[src/rtl/alu4_regfile_wb_if.sv]
// Write-back bundle from the 4-bit ALU into the register-file stage.
// The producer holds the bundle until in_valid and in_ready meet at a clock edge.
interface alu4_regfile_wb_if #(
  parameter int unsigned WIDTH = 4,
  parameter int unsigned AW    = 2
);
  logic             in_valid;
  logic             in_ready;
  logic [WIDTH-1:0] in_result;
  logic [AW-1:0]    in_dest;
  logic             in_reg_we;
  logic             in_c;
  logic             in_rc;
  logic             in_v;
  logic [3:0]       in_flag_we;

  modport master (
    output in_valid, in_result, in_dest, in_reg_we, in_c, in_rc, in_v, in_flag_we,
    input  in_ready
  );

  modport slave (
    input  in_valid, in_result, in_dest, in_reg_we, in_c, in_rc, in_v, in_flag_we,
    output in_ready
  );
endinterface

[src/rtl/alu4_regfile_wb.sv]
// ALU write-back stage: register file, flag register, retire counter and a
// two-state clear sweep. Reads are unbypassed to avoid a loop through the ALU.
module alu4_regfile_wb #(
  parameter int unsigned     WIDTH     = 4,
  parameter int unsigned     REGS      = 4,
  parameter logic [WIDTH-1:0] CLR_VALUE = '0,
  parameter int unsigned     CNT_W     = 8,
  localparam int unsigned    AW        = (REGS > 1) ? $clog2(REGS) : 1
) (
  input  logic                  clk,
  input  logic                  rst,
  alu4_regfile_wb_if.slave      wb,
  input  logic [AW-1:0]         rd_a_addr,
  input  logic [AW-1:0]         rd_b_addr,
  output logic [WIDTH-1:0]      rd_a_data,
  output logic [WIDTH-1:0]      rd_b_data,
  output logic                  flag_c,
  output logic                  flag_rc,
  output logic                  flag_v,
  output logic                  flag_z,
  input  logic                  clr_req,
  output logic                  busy,
  output logic [CNT_W-1:0]      retire_cnt
);

  typedef enum logic {IDLE, CLEAR} state_t;

  state_t           state;
  logic [AW-1:0]    clr_idx;
  logic [WIDTH-1:0] regs [REGS];

  assign wb.in_ready = (state == IDLE);
  assign busy        = (state == CLEAR);
  assign rd_a_data   = regs[rd_a_addr];
  assign rd_b_data   = regs[rd_b_addr];

  always_ff @(posedge clk) begin
    if (rst) begin
      for (int unsigned i = 0; i < REGS; i++) regs[i] <= '0;
      flag_c     <= 1'b0;
      flag_rc    <= 1'b0;
      flag_v     <= 1'b0;
      flag_z     <= 1'b0;
      state      <= IDLE;
      clr_idx    <= '0;
      retire_cnt <= '0;
    end else begin
      case (state)
        IDLE: begin
          // A bundle accepted on the same edge as clr_req still commits;
          // the sweep then overwrites its register.
          if (wb.in_valid) begin
            if (wb.in_reg_we)     regs[wb.in_dest] <= wb.in_result;
            if (wb.in_flag_we[0]) flag_c  <= wb.in_c;
            if (wb.in_flag_we[1]) flag_rc <= wb.in_rc;
            if (wb.in_flag_we[2]) flag_v  <= wb.in_v;
            if (wb.in_flag_we[3]) flag_z  <= (wb.in_result == '0);
            retire_cnt <= retire_cnt + CNT_W'(1);
          end
          if (clr_req) begin
            state   <= CLEAR;
            clr_idx <= '0;
          end
        end
        CLEAR: begin
          regs[clr_idx] <= CLR_VALUE;
          clr_idx       <= clr_idx + AW'(1);
          if (clr_idx == AW'(REGS - 1)) begin
            flag_c  <= 1'b0;
            flag_rc <= 1'b0;
            flag_v  <= 1'b0;
            flag_z  <= 1'b0;
            state   <= IDLE;
          end
        end
        default: state <= IDLE;
      endcase
    end
  end

endmodule

[src/flat_wrapper.sv]
// flat-port wrapper written by rule: the top's interface ports become plain ports
module alu4_regfile_wb_flat 
#(
  parameter int unsigned     WIDTH     = 4,
  parameter int unsigned     REGS      = 4,
  parameter logic [WIDTH-1:0] CLR_VALUE = '0,
  parameter int unsigned     CNT_W     = 8,
  localparam int unsigned    AW        = (REGS > 1) ? $clog2(REGS) : 1
)
  (clk, rst, rd_a_addr, rd_b_addr, rd_a_data, rd_b_data, flag_c, flag_rc, flag_v, flag_z, clr_req, busy, retire_cnt, wb_in_valid, wb_in_result, wb_in_dest, wb_in_reg_we, wb_in_c, wb_in_rc, wb_in_v, wb_in_flag_we, wb_in_ready);
  alu4_regfile_wb_if #(.WIDTH(WIDTH), .AW(2)) wb_i ();
  input  logic clk;
  input  logic rst;
  input  logic [AW-1:0] rd_a_addr;
  input  logic [AW-1:0] rd_b_addr;
  output logic [WIDTH-1:0] rd_a_data;
  output logic [WIDTH-1:0] rd_b_data;
  output logic flag_c;
  output logic flag_rc;
  output logic flag_v;
  output logic flag_z;
  input  logic clr_req;
  output logic busy;
  output logic [CNT_W-1:0] retire_cnt;
  input wire logic [$bits(wb_i.in_valid)-1:0] wb_in_valid;
  input wire logic [$bits(wb_i.in_result)-1:0] wb_in_result;
  input wire logic [$bits(wb_i.in_dest)-1:0] wb_in_dest;
  input wire logic [$bits(wb_i.in_reg_we)-1:0] wb_in_reg_we;
  input wire logic [$bits(wb_i.in_c)-1:0] wb_in_c;
  input wire logic [$bits(wb_i.in_rc)-1:0] wb_in_rc;
  input wire logic [$bits(wb_i.in_v)-1:0] wb_in_v;
  input wire logic [$bits(wb_i.in_flag_we)-1:0] wb_in_flag_we;
  output wire logic [$bits(wb_i.in_ready)-1:0] wb_in_ready;
  assign wb_i.in_valid = wb_in_valid;
  assign wb_i.in_result = wb_in_result;
  assign wb_i.in_dest = wb_in_dest;
  assign wb_i.in_reg_we = wb_in_reg_we;
  assign wb_i.in_c = wb_in_c;
  assign wb_i.in_rc = wb_in_rc;
  assign wb_i.in_v = wb_in_v;
  assign wb_i.in_flag_we = wb_in_flag_we;
  assign wb_in_ready = wb_i.in_ready;
  alu4_regfile_wb #(.WIDTH(WIDTH), .REGS(REGS), .CLR_VALUE(CLR_VALUE), .CNT_W(CNT_W)) u_core (.clk(clk), .rst(rst), .wb(wb_i), .rd_a_addr(rd_a_addr), .rd_b_addr(rd_b_addr), .rd_a_data(rd_a_data), .rd_b_data(rd_b_data), .flag_c(flag_c), .flag_rc(flag_rc), .flag_v(flag_v), .flag_z(flag_z), .clr_req(clr_req), .busy(busy), .retire_cnt(retire_cnt));
endmodule
[config.mk]
export PLATFORM = sky130hd
export DESIGN_NAME = alu4_regfile_wb_flat
export DESIGN_NICKNAME = d
export VERILOG_FILES = /design/src/rtl/alu4_regfile_wb_if.sv /design/src/rtl/alu4_regfile_wb.sv /design/src/flat_wrapper.sv
export SDC_FILE = /design/constraint.sdc
export NUM_CORES = 1
export LEC_CHECK = 0
export CAP_MARGIN = 20
export CELL_PAD_IN_SITES_DETAIL_PLACEMENT = 0
export CELL_PAD_IN_SITES_GLOBAL_PLACEMENT = 1
export CORE_MARGIN = 1
export CORE_UTILIZATION = 33
export CTS_BUF_LIST = sky130_fd_sc_hd__clkbuf_16
export DETAILED_ROUTE_END_ITERATION = 8
export PLACE_DENSITY = 0.74
export SYNTH_ARGS = -nofsm -noshare
export SYNTH_HDL_FRONTEND = slang
export SYNTH_SLANG_ARGS = --single-unit
[constraint.sdc]
create_clock -name clk -period 1.4 [get_ports clk]
set_input_delay 0.21 -clock clk [delete_from_list [all_inputs] [get_ports clk]]
set_output_delay 0.21 -clock clk [all_outputs]
set_load 0.03 [all_outputs]
==> impl_results.md <==
* Min-Delay Path Class: flop to flop
* Commonest non-fill, non-tap cell in the layout: nor2_1
* Area after DPL at roughly 2200 µm²
* Layout Cells excl Fill at 264
* Fillcell total at 380
* Post-synthesis net count at roughly 170
* Max clock buf depth at 2
* Sum Neg Setup Slack at -1.043 ns
* Synthesized area per cell at 10.99 µm²
* #FFs+latches synth at 31
* DR WL/cell at 16.05 µm
* Area growth syn-to-layout at 59.16%
* Drt total wl at roughly 4200 µm
* Worst IR Drop VDD at 0.4642 mV
* Layout cells sized above 1 at 0.3255
* CTS Buf Count at 5
* Violated checks: setup timing
* Sequential share of the synthesized area at 0.4968
* Clock skew at between 0.003 and 0.004 ns
* Crit Path Max Fanout at 2
* Critical path class: flop to output port
* Root buffer cell: clkbuf_16
* Post-detail-place hpwl at roughly 3100 µm
* Core Area at ~4500 µm²
* Met2 WL at approximately 2200 µm
* PortBufs at 43
* Clk_lat worst skew at between 0.2 and 0.3 ns
* Asr flop ratio synth at 0
* GPL Wtd Cong at between 0.7 and 0.8
* Placement Setup Slack at -0.8144 ns
* Syn Std Cell Area at 1572 µm²
* Routed Antenna Nets at 0
* DR DRC count at 0
* Final setup violating endpoints at 8
* M1 wire length at 1739 µm
* Outcome: finished, violations left
* Reg clk slew, reported paths at 0.05 ns
* Yosys cell types at 35
* Die Height at approximately 70 µm
* DRT iter0 DRCs at 127
* Power per cell area at 1088 nW/µm²
* Synthesis Warnings at 0
* Commonest non-fill, non-tap cells in the layout: 19 x nor2_1, 17 x clkdlybuf4s50_1, 17 x dlygate4sd2_1, 17 x buf_4, 16 x edfxtp_1
* Clock Sinks at 31
* Number of hold buffers added after CTS at 0
* Leak Pwr at 0.001027 µW
* Post-placement cell count at 252
* Maxcap violations at 0
* Starting Density at 0.3512
* Vias at approximately 1.4k
* Die area at 5042 µm²
* RSZ-0062 raised after global routing: yes
* Vias in the first global route at ~1.4k
* Top layer in use: met4
* I/O pins at 44
* Die width at between 70 and 80 µm
* Mapped Cells at 143
* CP Launch Type: flop
* Global-route wire length before repair at 6886 µm
* GRT overflow at 0
* WP data arrival at approximately 1.4 ns
* Largest net degree at the start of global routing at 16
* Top FF cell, synth: edfxtp_1
* DRT Pass-1 Iters at 6
* Worst relative slew slack at 0.7850
* Fin area at around 2500 µm²
* CTS tree: built
* Fin util at 0.5590
* Tmin final at 1.557 ns
* Hold Fails Final Rpt at 0
* # diodes at 0
* Period utilization at 1.112
* Final worst slack at -0.1574 ns
* Met3 wire len at about 200 µm
* Htree depth at 2
* CP endpoint kind: output port
* EDFF count, synth at 16
* Final nets at 235
* Initial antenna violation count at 0
* Fin. max-slew vios at 0
* Vias per inst at 5.182
* Rows at 24
* Worst slew pin tran at around 0.32 ns
* GRT Resource Usage Total at 0.1820
* Worst path required time at ~1.2 ns
* Fmax at 642.1 MHz
-- timing repair --
| item | in CTS | in global routing |
|---|---|---|
| gates cloned | 0 | 0 |
| setup endpoints to repair | 44 | 39 |
| resized for setup | 87 | 16 |
| pin swaps | 4 | 5 |
| hold endpoints to repair | 0 | 0 |
| buffers inserted | 2 | 2 |
-- registers in the layout (all words and copies together) (netlist names) --
signal,count
u_core.regs,16
u_core.retire_cnt,8
u_core.clr_idx,2
u_core.busy,1
u_core.flag_c,1
u_core.flag_rc,1
u_core.flag_v,1
u_core.flag_z,1
-- kinds of logic (layout without fill, tap and decap cells) --
family	after synthesis	in the layout	synth area share
adders and majority gates	2	2	0.01592
AOI/OAI and AO/OA	24	24	0.09475
muxes	9	9	0.1218
xor gates and xnor gates	2	2	0.01115
DFF	31	31	0.4968
and+or+nand+nor	60	60	0.2150
buffers and inverters	15	84	0.04459
-- per-stage QoR --
stage / power (µW) / hold WS, ns
floorplan: 1273 / 0.3519
global placement: 1471 / 0.4694
detailed placement: 1489 / 0.4908
CTS: 2724 / 0.4984
global route: 2823 / 0.5178
finish: 2722 / 0.4926
-- Yosys cell counts, types with 2 or more instances --
| master | count | area [µm²] |
|---|---|---|
| nor2_1 | 19 | 71.32 |
| edfxtp_1 | 16 | 480.5 |
| dfxtp_1 | 15 | 300.3 |
| a21oi_1 | 12 | 60.06 |
| nand2_1 | 11 | 41.29 |
| inv_1 | 10 | 37.54 |
| mux4_2 | 8 | 180.2 |
| nand3_1 | 5 | 25.02 |
| nor2b_1 | 4 | 25.02 |
| o211ai_1 | 4 | 30.03 |
| and4bb_2 | 3 | 37.54 |
| nand4_1 | 3 | 18.77 |
| o31ai_1 | 3 | 22.52 |
| and2_1 | 2 | 12.51 |
| buf_2 | 2 | 10.01 |
| ha_1 | 2 | 25.02 |
| o21ai_0 | 2 | 10.01 |
| o221ai_1 | 2 | 17.52 |
| or3_1 | 2 | 12.51 |
| or4_1 | 2 | 15.01 |
| xnor2_1 | 2 | 17.52 |
-- final cells by class --
cell class                      count  area (µm²)  area share
Inverter                           10       37.54     0.01501
Tap cell                           52       65.06     0.02601
Multi-Input combinational cell     97       832.0      0.3327
Clock inverter                      3       38.79     0.01551
Sequential cell                    31       787.0      0.3147
Timing Repair Buffer               66       615.6      0.2461
Clock buffer                        5       125.1     0.05002
-- critical path, cell delays in order (launching register included) --
cell and delay, ns:
edfxtp_1 0.42, mux4_2 0.50, buf_6 0.16
-- report_power, final --
part | internal [µW] | switching, µW | total (µW) | leakage [µW]
combinational | 249 | 240 | 489 | 0.000656
sequential | 999 | 33.2 | 1030 | 0.000290
clock | 828 | 373 | 1200 | 0.0000812
-- routing by layer --
| layer | vias up | track usage |
|---|---|---|
| li1 | 668 | - |
| met1 | 639 | 0.1956 |
| met2 | 50 | 0.3312 |
| met3 | 11 | 0.05128 |
| met4 | 0 | 0.08222 |
| met5 | - | 0 |
-- worst paths after layout --
kind | endpoint | slack [ns] | depth (start not counted) | from
worst min register to register | u_core.flag_c$_SDFFE_PP0P_ | 0.49 | 2 | u_core.flag_c$_SDFFE_PP0P_
worst min-delay path | u_core.flag_c$_SDFFE_PP0P_ | 0.49 | 2 | u_core.flag_c$_SDFFE_PP0P_
worst max register to register | u_core.retire_cnt[5]$_SDFFE_PP0P_ | 0.04 | 4 | u_core.busy$_SDFF_PP0_
worst max-delay path | rd_a_data[3] | -0.16 | 2 | u_core.regs[0][3]$_SDFFCE_PN0P_
No activity file was read; power rests on OpenSTA's default activity.
